--- config.mk ---
export PLATFORM = sky130hd
export DESIGN_NAME = if_stage
export DESIGN_NICKNAME = d
export VERILOG_FILES = /design/src/rtl/if_stage_pkg.sv /design/src/rtl/if_stage_pc_gen.sv /design/src/rtl/if_stage.sv
export SDC_FILE = /design/constraint.sdc
export NUM_CORES = 1
export LEC_CHECK = 0
export ABC_AREA = 1
export ABC_CLOCK_PERIOD_IN_PS = 2200
export BUFFER_PORTS_ARGS = -buffer_cell sky130_fd_sc_hd__buf_2
export CAP_MARGIN = 20
export CELL_PAD_IN_SITES_DETAIL_PLACEMENT = 0
export CELL_PAD_IN_SITES_GLOBAL_PLACEMENT = 1
export CORE_MARGIN = 3
export CORE_UTILIZATION = 36
export CTS_BUF_LIST = sky130_fd_sc_hd__clkbuf_8 sky130_fd_sc_hd__clkbuf_16
export DETAILED_ROUTE_END_ITERATION = 16
export MAX_ROUTING_LAYER = met4
export PLACE_DENSITY = 0.86
export SETUP_SLACK_MARGIN = 0.15
export SLEW_MARGIN = 20
export SYNTH_ARGS = -nofsm -noshare
export SYNTH_HDL_FRONTEND = slang
export SYNTH_SLANG_ARGS = --single-unit
--- constraint.sdc ---
create_clock -name clk -period 2.2 [get_ports clk]
set_clock_uncertainty 0.05 [all_clocks]
set_input_delay 0.44 -clock clk [delete_from_list [all_inputs] [get_ports clk]]
set_output_delay 0.44 -clock clk [all_outputs]
set_load 0.05 [all_outputs]
--- src/rtl/if_stage_pkg.sv ---
// Shared constants and types for the instruction fetch stage: reset PC,
// bubble encoding, RISC-V major opcodes and the PC source selector.
package if_stage_pkg;

    localparam logic [31:0] RESET_PC_DEF = 32'h0000_0000;
    localparam logic [31:0] NOP_INST_DEF = 32'h0000_0013;
    localparam int          IMEM_AW_DEF  = 14;

    localparam logic [6:0] OPC_LOAD   = 7'b000_0011;
    localparam logic [6:0] OPC_OP_IMM = 7'b001_0011;
    localparam logic [6:0] OPC_STORE  = 7'b010_0011;
    localparam logic [6:0] OPC_OP     = 7'b011_0011;
    localparam logic [6:0] OPC_BRANCH = 7'b110_0011;
    localparam logic [6:0] OPC_JALR   = 7'b110_0111;
    localparam logic [6:0] OPC_JAL    = 7'b110_1111;

    typedef enum logic [1:0] {
        PC_SEL_RESET    = 2'd0,
        PC_SEL_REDIRECT = 2'd1,
        PC_SEL_HOLD     = 2'd2,
        PC_SEL_SEQ      = 2'd3
    } pc_sel_e;

    // Instruction fetches are word aligned; low address bits are dropped.
    function automatic logic [31:0] word_align(input logic [31:0] addr);
        return {addr[31:2], 2'b00};
    endfunction

endpackage

--- src/rtl/if_stage_pc_gen.sv ---
// PC register, next-PC selection and misaligned-redirect flag. The next PC
// also drives the instruction BRAM address so read data lines up with pc.
module pc_gen
    import if_stage_pkg::*;
#(
    parameter logic [31:0] RESET_PC = RESET_PC_DEF,
    parameter int          IMEM_AW  = IMEM_AW_DEF
) (
    input  logic               clk,
    input  logic               rst,
    input  logic               pc_write,
    input  logic               redirect,
    input  logic [31:0]        redirect_pc,
    output logic [31:0]        pc,
    output logic [IMEM_AW-1:0] imem_addr,
    output logic               misaligned
);

    pc_sel_e     pc_sel_s;
    logic [31:0] pc_next_s;
    logic [31:0] pc_r;
    logic        misaligned_r;

    // Select the next-PC source in priority order.
    always_comb begin
        pc_sel_s = PC_SEL_SEQ;
        if (rst) begin
            pc_sel_s = PC_SEL_RESET;
        end else if (redirect) begin
            pc_sel_s = PC_SEL_REDIRECT;
        end else if (!pc_write) begin
            pc_sel_s = PC_SEL_HOLD;
        end else begin
            pc_sel_s = PC_SEL_SEQ;
        end
    end

    // Next-PC mux; sequential fetch wraps naturally at the top of memory.
    always_comb begin
        pc_next_s = pc_r;
        case (pc_sel_s)
            PC_SEL_RESET:    pc_next_s = RESET_PC;
            PC_SEL_REDIRECT: pc_next_s = word_align(redirect_pc);
            PC_SEL_HOLD:     pc_next_s = pc_r;
            PC_SEL_SEQ:      pc_next_s = pc_r + 32'd4;
            default:         pc_next_s = RESET_PC;
        endcase
    end

    // PC register and one-cycle misaligned-target pulse.
    always_ff @(posedge clk) begin
        if (rst) begin
            pc_r         <= RESET_PC;
            misaligned_r <= 1'b0;
        end else begin
            pc_r         <= pc_next_s;
            misaligned_r <= redirect & (|redirect_pc[1:0]);
        end
    end

    assign pc         = pc_r;
    assign imem_addr  = pc_next_s[IMEM_AW+1:2];
    assign misaligned = misaligned_r;

endmodule

--- src/rtl/if_stage.sv ---
// Instruction fetch stage with IF/ID pipeline register and fetch counter.
// Redirects flush the wrong-path fetch with a NOP bubble and win over stalls.
module if_stage
    import if_stage_pkg::*;
#(
    parameter logic [31:0] RESET_PC = RESET_PC_DEF,
    parameter logic [31:0] NOP_INST = NOP_INST_DEF,
    parameter int          IMEM_AW  = IMEM_AW_DEF
) (
    input  logic               clk,
    input  logic               rst,
    input  logic               PcWrite,
    input  logic               IF_ID_Write,
    input  logic               Redirect,
    input  logic [31:0]        RedirectPc,
    output logic [IMEM_AW-1:0] ImemAddr,
    input  logic [31:0]        ImemData,
    output logic [31:0]        Inst,
    output logic [31:0]        PcOut,
    output logic               InstValid,
    output logic               Misaligned,
    output logic [31:0]        FetchCount
);

    logic [31:0] pc_s;
    logic [31:0] inst_r;
    logic [31:0] pc_out_r;
    logic        inst_valid_r;
    logic [31:0] fetch_count_r;

    pc_gen #(
        .RESET_PC (RESET_PC),
        .IMEM_AW  (IMEM_AW)
    ) u_pc_gen (
        .clk         (clk),
        .rst         (rst),
        .pc_write    (PcWrite),
        .redirect    (Redirect),
        .redirect_pc (RedirectPc),
        .pc          (pc_s),
        .imem_addr   (ImemAddr),
        .misaligned  (Misaligned)
    );

    // IF/ID register: reset, flush on redirect, hold on stall, else load.
    always_ff @(posedge clk) begin
        if (rst) begin
            inst_r        <= NOP_INST;
            pc_out_r      <= 32'h0000_0000;
            inst_valid_r  <= 1'b0;
            fetch_count_r <= 32'd0;
        end else if (Redirect) begin
            inst_r        <= NOP_INST;
            pc_out_r      <= pc_s;
            inst_valid_r  <= 1'b0;
            fetch_count_r <= fetch_count_r;
        end else if (!IF_ID_Write) begin
            inst_r        <= inst_r;
            pc_out_r      <= pc_out_r;
            inst_valid_r  <= inst_valid_r;
            fetch_count_r <= fetch_count_r;
        end else begin
            inst_r        <= ImemData;
            pc_out_r      <= pc_s;
            inst_valid_r  <= 1'b1;
            fetch_count_r <= fetch_count_r + 32'd1;
        end
    end

    assign Inst       = inst_r;
    assign PcOut      = pc_out_r;
    assign InstValid  = inst_valid_r;
    assign FetchCount = fetch_count_r;

endmodule

==> results by group, run 1 <==
Critical path
  – Worst path required time: 1.71 ns
  – CP max stage delay: 0.38 ns
  – Crit path max fanout: 4
  – Critical Path End Type: primary output
  – Most frequent CP cell: nor2_4
  – Critical path class: flip-flop to primary output
  – Crit path cell chain: ha_4 -> nand2_2 -> nor2_4 -> nand3_2 -> nor2_4 -> a21oi_2 -> o21ai_2 -> buf_6
  – R2r setup slk: 0.01 ns
  – CP arrival: 1.78 ns
  – Critical path startpoint category: flip-flop
  – Slowest-stage cell, CP: dfxtp_4

Power and ir drop
  – Peak supply drop: 577 µV
  – Internal Power: 0.00454 W
  – Psw: 0.00175 W
  – Clock power share: 0.481
  – PwrDens: 736 nW/µm²
  – Leakage: 3.73 nW
  – Pwr Total: 0.00629 W
  – Comb power frac: 0.129
  – Share of power burned in registers: 0.389
  – Sw Share: 0.278

Cells and area
  – Layout Cells excl Fill: 1379
  – Most frequent cells in the layout: 265 x nand2_1, 164 x buf_2, 117 x dfxtp_1
  – Area Overhead vs Synth: 36.8%
  – Design area: 8540 µm²
  – # diodes: 0
  – Final nets: 1217
  – Commonest non-fill, non-tap cell in the layout: nand2_1
  – Share of post-route cells with drive strength above 1: 0.304

Clock network
  – Worst-Skew Late Latency: 0.43 ns
  – Clock Tree Buf Depth: 2
  – # clock sinks: 126
  – Root Driver: clkbuf_16
  – CTS H-tree depth: 4
  – Total CTS buffers: 17
  – Hold buffer count at CTS: 0
  – CTS tree: yes
  – Reg clk slew, reported paths: 0.06 ns

Global routing
  – Largest net degree at the start of global routing: 39
  – Vias in the first global route: 6112
  – GRT Util Overall: 0.215
  – Initial antenna violation count: 0
  – First-pass GRT wire length: 31.1 mm
  – Remaining Overflow, GRT: 0

Logic synthesis
  – Synth top area share: 0.404
  – Area leader, netlist: dfxtp_1
  – Post-synth top flop: dfxtp_1
  – Syn Area/Cell: 6.60 µm²
  – Distinct cell type count after synthesis: 39
  – Register bit total from synthesis: 126
  – Ys Warns: 0
  – Async set-reset flop share out of synthesis: 0
  – Sequential area share after synthesis: 0.404
  – Post-synth EDFFs: 0
  – Mapped Area: 6240 µm²
  – Post-synthesis cell count: 946
  – Area contributors post-synth: dfxtp_1 40%, nand2_1 17%, nor2_1 6.7%, a21oi_1 6.3%, o21ai_0 5.4%

Placed design
  – DP Worst Slack: 0.0427 ns
  – Port bufs: 178
  – Area after DPL: 7420 µm²
  – Post-Place Cells: 1332
  – GPL Wtd Cong: 0.938
  – Final HPWL DP: 14.7 mm

STA
  – Final period utilization: 1.03
  – Pins Over Slew Limit: 0
  – Final min period: 2.27 ns
  – Final worst slack: -0.0698 ns
  – Max frequency: 441 MHz
  – Final setup viols: 5
  – RSZ-0062 raised after global routing: yes
  – Setup TNS Final: -0.156 ns
  – Final Hold Viols: 0

Floorplanning
  – Die Area: 19000 µm²
  – Initial Utilization: 0.373
  – Die Height: 138 µm
  – Core footprint: 16800 µm²
  – Ports: 181
  – Chip Width: 138 µm
  – Core Rows: 47

Outcome
  – Failing checks: negative setup slack
  – Status: finished, violations left

Drt
  – Max layer used: met4
  – Via count: 6738
  – Drt via density: 4.89
  – Metal-1 WL: 8.80 mm
  – Antenna Nets Post-Route: 0
  – DRT Pass-1 Iters: 5
  – Post-Route WL: 20.1 mm
  – DR WL/cell: 14.6 µm
  – Met2 wire length: 9.89 mm
  – 1st-iter DRT viols: 333
  – Drt drc: 0
  – Met3 wire len: 850 µm

Flow run
  – Max Cap Viol: 0

Min path
  – Worst min path class: input port to flip-flop
==> registers in the layout, summed over array words and instances, names as in the netlist <==
register and cells:
InstValid 1, FetchCount 32, Inst 32, u_pc_gen.misaligned 1
PcOut 30, u_pc_gen.pc 30
==> cells by family (layout without fill, tap and decap cells) <==
family                   count (synthesis)  in the layout  share of synthesized area
other                                    1              2                   0.000601
AO/OA/AOI/OAI                          168            168                      0.143
buffers and inverters                  134            346                     0.0930
adder cells (fa/ha/maj)                  2              2                    0.00401
flip-flops                             126            126                      0.404
XOR/XNOR                                 2              2                    0.00281
AND/OR/NAND/NOR                        513            513                      0.353
==> power by group through the flow <==
stage          combinational, W  clock (W)  sequential, W
5_1_grt                0.000874    0.00318        0.00246
3_5_place_dp           0.000762          0        0.00249
4_1_cts                0.000800    0.00308        0.00244
6_report               0.000812    0.00303        0.00245
3_3_place_gp           0.000758          0        0.00249
2_1_floorplan          0.000330          0        0.00269
==> synth_stat cells (10+ instances only) <==
library cell and count:
nand2_1 277, dfxtp_1 126, nor2_1 111, inv_1 81
a21oi_1 78, o21ai_0 67, nand3_1 60, clkbuf_1 21
nand4_1 18, buf_4 17, nor3_1 14, nor2_2 13
o211ai_1 10
==> per-layer routing <==
layer / track usage / vias up
met5: - / -
met4: 0.0763 / 0
met3: 0.0358 / 41
met2: 0.356 / 172
met1: 0.264 / 3067
li1: - / 3458
==> repair_timing <==
action | 4_1_cts | 5_1_grt
gates cloned | 0 | 0
endpoints found under the setup margin | 14 | 17
hold endpoints to repair | 0 | 0
gates resized for setup | 74 | 52
setup buffers | 11 | 4
pin swaps | 18 | 24
==> stage by stage <==
step            util  hold slack, ns
3_3_place_gp   0.443           0.395
5_1_grt        0.510           0.185
3_5_place_dp   0.443           0.399
2_1_floorplan      -           0.400
4_1_cts        0.498           0.169
6_report       0.510           0.183
==> worst paths after layout <==
path / startpoint / end / depth (start not counted)
hold reg to reg: Inst[15] / Inst[15] / 2
setup / recovery: u_pc_gen.pc[3] / ImemAddr[12] / 8
hold / removal: RedirectPc[27] / u_pc_gen.pc[27] / 3
setup reg to reg: u_pc_gen.pc[3] / u_pc_gen.pc[30] / 18
==> worst max-delay path: cells and delay by family, from the launching register on <==
| family | cells | cell delay, ns |
|---|---|---|
| flip-flops | 1 | 0.38 |
| AND/OR/NAND/NOR | 4 | 0.41 |
| adder cells (fa/ha/maj) | 1 | 0.16 |
| AO/OA/AOI/OAI | 2 | 0.22 |
| buffers and inverters | 1 | 0.17 |
==> layout make-up <==
cell class	count	area [µm²]
fillers	1682	8220
multi-input cells	687	3380
flip-flops and latches	126	2550
repair buffers	226	1360
clock buffers	18	439
inverters	88	340
well taps	220	275
clock inverters	14	193
(Power assumes the default switching activity.)
==> run 2, diff against run 1 <==
--- a/config.mk
+++ b/config.mk
@@ -22,3 +22,4 @@
 export SYNTH_ARGS = -nofsm -noshare
 export SYNTH_HDL_FRONTEND = slang
 export SYNTH_SLANG_ARGS = --single-unit
+export TNS_END_PERCENT = 30
==> run 2 against run 1 <==
Against the previous run: the flow still finishes with violations (negative setup slack); worst setup slack gained 0.024 ns; hold slack gained 0.0057 ns; count of clock-buffer cells in the layout is the same; critical path type unchanged; largest cell class unchanged; largest power group unchanged; highest routed layer unchanged.
==> results by group, run 2 (synthesized netlist as in run 1, its figures left out) <==
Outcome
  – Status: finished, violations left
  – Failing checks: negative setup slack

Clock network
  – CTS tree: yes
  – Worst-Skew Late Latency: 0.42 ns (about the same)
  – Clock Tree Buf Depth: 2 (unchanged)
  – Reg clk slew, reported paths: 0.06 ns (about the same)
  – # clock sinks: 126 (unchanged)
  – CTS H-tree depth: 4 (unchanged)
  – Root Driver: clkbuf_16
  – Total CTS buffers: 17 (unchanged)

Power and ir drop
  – PwrDens: 739 nW/µm² (+0.32%)
  – Pwr Total: 0.00628 W (-0.13%)
  – Leakage: 3.71 nW (-0.64%)
  – Peak supply drop: 571 µV (-1.1%)

Min path
  – Worst min path class: input port to flip-flop
  – Hold Path Cell Cnt: 3 (unchanged)

Floorplanning
  – Ports: 181 (unchanged)
  – Die Area: 19000 µm² (unchanged)
  – Initial Utilization: 0.373 (unchanged)
  – Core Rows: 47 (unchanged)
  – Chip Width: 138 µm (unchanged)
  – Die Height: 138 µm (unchanged)
  – Core footprint: 16800 µm² (unchanged)

Critical path
  – CP arrival: 1.76 ns (-0.02 ns)
  – Worst path required time: 1.71 ns (about the same)
  – R2r setup slk: 0.12 ns (+0.11 ns)
  – Critical path startpoint category: flip-flop
  – Critical Path End Type: primary output
  – R2R cell count: 17 (-1)
  – Critical path class: flip-flop to primary output
  – Crit path max fanout: 4 (unchanged)

Cells and area
  – # diodes: 0 (unchanged)
  – Final core utilization: 0.507 (-0.00231)
  – Share of post-route cells with drive strength above 1: 0.298 (-0.00553)
  – Most frequent cells in the layout: 268 x nand2_1, 164 x buf_2, 118 x dfxtp_1
  – Final nets: 1215 (-0.16%)
  – Commonest non-fill, non-tap cell in the layout: nand2_1
  – Area Overhead vs Synth: 36.2%

STA
  – Final period utilization: 1.02 (-0.0107)
  – Final Hold Viols: 0 (unchanged)
  – Pins Over Slew Limit: 0 (unchanged)
  – RSZ-0062 raised after global routing: yes
  – Final min period: 2.25 ns (-0.0236 ns)
  – Max frequency: 445 MHz (+1.1%)
  – Worst hold slack: 0.189 ns (+0.00575 ns)
  – Final setup viols: 5 (unchanged)
  – Final worst slack: -0.0462 ns (+0.0236 ns)

Drt
  – DR WL/cell: 14.4 µm (-0.79%)
  – Post-Route WL: 19.9 mm (-0.93%)
  – Drt via density: 4.87 (-0.33%)
  – DRT Pass-1 Iters: 5 (unchanged)
  – Via count: 6706 (-0.47%)
  – 1st-iter DRT viols: 383 (+15%)
  – Antenna Nets Post-Route: 0 (unchanged)
  – Drt drc: 0 (unchanged)

Global routing
  – Largest net degree at the start of global routing: 39 (unchanged)
  – Initial antenna violation count: 0 (unchanged)
  – First-pass GRT wire length: 31.0 mm (-0.33%)
  – Vias in the first global route: 6112 (unchanged)
  – Remaining Overflow, GRT: 0 (unchanged)
  – GRT Util Overall: 0.214 (-0.00102)

Flow run
  – Max Cap Viol: 0 (unchanged)

Placed design
  – Final HPWL DP: 14.7 mm (unchanged)
  – DP Worst Slack: 0.0427 ns (unchanged)
  – Port bufs: 178 (unchanged)
  – GPL Wtd Cong: 0.938 (unchanged)
[run 2: path summary, 6_finish.rpt]
path | from | endpoint
setup / recovery | u_pc_gen.pc[3] | ImemAddr[12]
hold reg to reg | Inst[15] | Inst[15]
hold / removal | RedirectPc[27] | u_pc_gen.pc[27]
setup reg to reg | u_pc_gen.pc[3] | u_pc_gen.pc[30]
[run 2: layout make-up]
type,count,area [µm²]
Clock buffer,18,439
Clock inverter,14,193
Fill cell,1691,8260
Inverter,88,339
Multi-Input combinational cell,687,3370
Sequential cell,126,2550
Tap cell,220,275
Timing Repair Buffer,224,1340
[run 2: worst max-delay path, cell delays in order, from the launching register on]
cell and delay, ns:
dfxtp_4 0.37, ha_4 0.16, nand2_2 0.07, nor2_4 0.09
nand3_2 0.09, nor2_4 0.14, nand3_2 0.10, nand2_2 0.08
o21ai_2 0.06, buf_6 0.15
[run 2: through the flow]
step,area (µm²),std cells,TNS (ns)
global route,8500,1377,-0.932
detailed placement,7420,1332,0
CTS,8300,1373,-0.536
global placement,7420,1332,0
floorplan,6250,947,0
finish,8500,1377,-0.146
[run 2: routing by layer]
layer,routed length (µm),GRT usage,vias up
met5,0,-,-
met4,496,0.0790,0
met3,752,0.0354,39
met2,9860,0.353,174
met1,8790,0.263,3038
li1,-,-,3455
[run 2: what timing repair did]
item / 4_1_cts / 5_1_grt
setup buffers: 9 / 4
setup endpoints to repair: 14 / 17
pin swaps: 20 / 26
gates resized for setup: 69 / 49
hold buffers: 0 / 0
[run 2: where the power goes]
group | switching (W) | total [W] | internal [W]
clock | 0.00110 | 0.00302 | 0.00192
sequential | 0.0000729 | 0.00245 | 0.00238
combinational | 0.000571 | 0.000811 | 0.000239
total | 0.00174 | 0.00628 | 0.00454
==> run 3, diff against run 2 <==
--- a/config.mk
+++ b/config.mk
@@ -17,6 +17,7 @@
 export DETAILED_ROUTE_END_ITERATION = 16
 export MAX_ROUTING_LAYER = met4
 export PLACE_DENSITY = 0.86
+export REMOVE_ABC_BUFFERS = 1
 export SETUP_SLACK_MARGIN = 0.15
 export SLEW_MARGIN = 20
 export SYNTH_ARGS = -nofsm -noshare
==> run 3 against run 2 <==
Against the previous run: the flow still finishes with violations (negative setup slack); utilization barely moved; worst setup slack got worse by 0.075 ns; sequential share of layout area fell by 0.12 points.
==> results by group, run 3 (synthesized netlist as in run 1, its figures left out) <==
Critical path
  – R2R Path Start: u_pc_gen.pc[2]
  – Critical path startpoint category: flip-flop
  – CP arrival: 1.83 ns (+0.07 ns)
  – R2R cell count: 18 (+1)
  – Critical path class: flip-flop to primary output
  – Critical Path End Type: primary output
  – Crit path max fanout: 3 (-1)
  – R2r setup slk: -0.10 ns (-0.22 ns)
  – R2r endpoint: u_pc_gen.pc[22]
  – Worst path required time: 1.71 ns (about the same)

Cells and area
  – Final core utilization: 0.508 (about the same)
  – Commonest non-fill, non-tap cell in the layout: nand2_1
  – Design area: 8510 µm² (about the same)
  – Multi-input logic area: 3350 µm² (-0.59%)
  – FF+latch area: 2540 µm² (-0.34%)
  – Share of post-route cells with drive strength above 1: 0.299 (+0.000450)
  – Most frequent cells in the layout: 268 x nand2_1, 164 x buf_2, 119 x dfxtp_1
  – Area Overhead vs Synth: 36.2% (about the same)
  – # diodes: 0 (unchanged)
  – Layout Cells excl Fill: 1392 (+1.1%)
  – Final nets: 1230 (+1.2%)
  – Number of fill cells in the layout: 1723 (+1.9%)

Placed design
  – Area after DPL: 7420 µm² (about the same)
  – GPL Wtd Cong: 0.876 (-6.6%)
  – Final HPWL DP: 14.9 mm (+1.4%)
  – Post-Place Cells: 1333 (+0.075%)
  – DP Worst Slack: 0.0250 ns (-0.0177 ns)
  – Port bufs: 178 (unchanged)

STA
  – Pins Over Slew Limit: 0 (unchanged)
  – RSZ-0062 raised after global routing: yes
  – Final worst slack: -0.121 ns (-0.0750 ns)
  – Max frequency: 431 MHz (-3.2%)
  – Final setup viols: 15 (+10)
  – Final min period: 2.32 ns (+0.0750 ns)
  – Final period utilization: 1.06 (+0.0341)
  – Final Hold Viols: 0 (unchanged)
  – Worst hold slack: 0.183 ns (-0.00637 ns)

Drt
  – 1st-iter DRT viols: 496 (+30%)
  – Drt via density: 4.91 (+0.78%)
  – Via count: 6832 (+1.9%)
  – Post-Route WL: 20.6 mm (+3.5%)
  – Antenna Nets Post-Route: 0 (unchanged)
  – DR WL/cell: 14.8 µm (+2.4%)
  – Drt drc: 0 (unchanged)
  – DRT Pass-1 Iters: 5 (unchanged)

Global routing
  – Remaining Overflow, GRT: 0 (unchanged)
  – Largest net degree at the start of global routing: 48 (+23%)
  – First-pass GRT wire length: 32.1 mm (+3.3%)
  – Initial antenna violation count: 0 (unchanged)
  – Vias in the first global route: 6465 (+5.8%)
  – GRT Util Overall: 0.221 (+0.00723)

Power and ir drop
  – Peak supply drop: 555 µV (-2.7%)
  – Leakage: 3.78 nW (+1.9%)
  – Clock power share: 0.443 (-0.038)
  – Sw Share: 0.298 (+0.0208)
  – Share of power burned in registers: 0.419 (+0.029)
  – Comb power frac: 0.138 (+0.009)
  – Psw: 0.00175 W (+0.22%)
  – PwrDens: 688 nW/µm² (-6.8%)
  – Internal Power: 0.00411 W (-9.5%)

Clock network
  – # clock sinks: 126 (unchanged)
  – Worst-Skew Late Latency: 0.42 ns (about the same)
  – Clock Tree Buf Depth: 2 (unchanged)
  – Total CTS buffers: 17 (unchanged)
  – Reg clk slew, reported paths: 0.06 ns (about the same)
  – CTS H-tree depth: 4 (unchanged)
  – CTS tree: yes
  – Root Driver: clkbuf_16

Floorplanning
  – Die Height: 138 µm (unchanged)
  – Core Rows: 47 (unchanged)
  – Ports: 181 (unchanged)
  – Die Area: 19000 µm² (unchanged)
  – Core footprint: 16800 µm² (unchanged)
  – Initial Utilization: 0.373 (unchanged)
  – Chip Width: 138 µm (unchanged)

Min path
  – Worst hold endpoint: Inst[1]
  – Worst min path class: input port to flip-flop
  – Worst Hold Launch: ImemData[1]
  – Hold Path Cell Cnt: 3 (unchanged)

Flow run
  – Max Cap Viol: 0 (unchanged)

Outcome
  – Status: finished, violations left
  – Failing checks: negative setup slack
## run 3: changes by cell type in the layout (fill, tap and decap cells not counted), moves of 3 or more
cell,previous run,this run
a21oi_1,72,76
buf_6,16,22
bufinv_16,4,0
buf_4,43,53
a21oi_2,6,2
inv_1,77,80
dfxtp_4,6,3
## run 3: worst max path at each step
stage               cells past startpoint  slack [ns]            to           start
floorplan                               5       -0.82  ImemAddr[11]             rst
global placement                        7        0.02   ImemAddr[9]             rst
detailed placement                      7        0.02   ImemAddr[9]             rst
CTS                                     9       -0.11  ImemAddr[12]  u_pc_gen.pc[2]
global route                            6       -0.27  ImemAddr[11]  u_pc_gen.pc[5]
finish                                  8       -0.12  ImemAddr[11]  u_pc_gen.pc[3]
## run 3: metrics by stage
stage	power, W	TNS [ns]
global route	0.00609	-2.35
detailed placement	0.00325	0
floorplan	0.00296	-7.84
CTS	0.00589	-1.07
finish	0.00586	-0.990
global placement	0.00325	0
## run 3: layer usage
| layer | share of wire | up-vias | GRT usage |
|---|---|---|---|
| li1 | - | 3489 | - |
| met1 | 0.42 | 3105 | 0.258 |
| met2 | 0.50 | 191 | 0.382 |
| met3 | 0.049 | 47 | 0.0449 |
| met4 | 0.028 | 0 | 0.0692 |
| met5 | 0 | - | - |
## run 3: critical path, stage by stage (launching register included)
cell and delay (ns):
dfxtp_2 0.36, buf_6 0.12, nand3_4 0.06, buf_6 0.14, nor2_4 0.12, nand4_1 0.13, o21ai_1 0.21, o21ai_1 0.08
buf_4 0.19
## run 3: area by class of cell
| class | instances | area share |
|---|---|---|
| multi-input combinational | 687 | 0.393 |
| clock buffer | 19 | 0.0532 |
| timing repair buffer | 239 | 0.172 |
| clock inverter | 13 | 0.0109 |
| tap | 220 | 0.0324 |
| inverter | 88 | 0.0394 |
| sequential | 126 | 0.298 |
## run 3: power by group through the flow
stage / clock (W) / sequential [W] / combinational (W)
global placement: 0 / 0.00249 / 0.000753
CTS: 0.00264 / 0.00245 / 0.000800
detailed placement: 0 / 0.00249 / 0.000756
finish: 0.00259 / 0.00245 / 0.000809
global route: 0.00275 / 0.00246 / 0.000873
floorplan: 0 / 0.00269 / 0.000277
## run 3: repair_timing
action,CTS,global route
setup endpoints to repair,14,19
gates cloned,0,0
hold buffers,0,0
buffers inserted,25,2
pin swaps,20,15
gates resized for setup,73,39
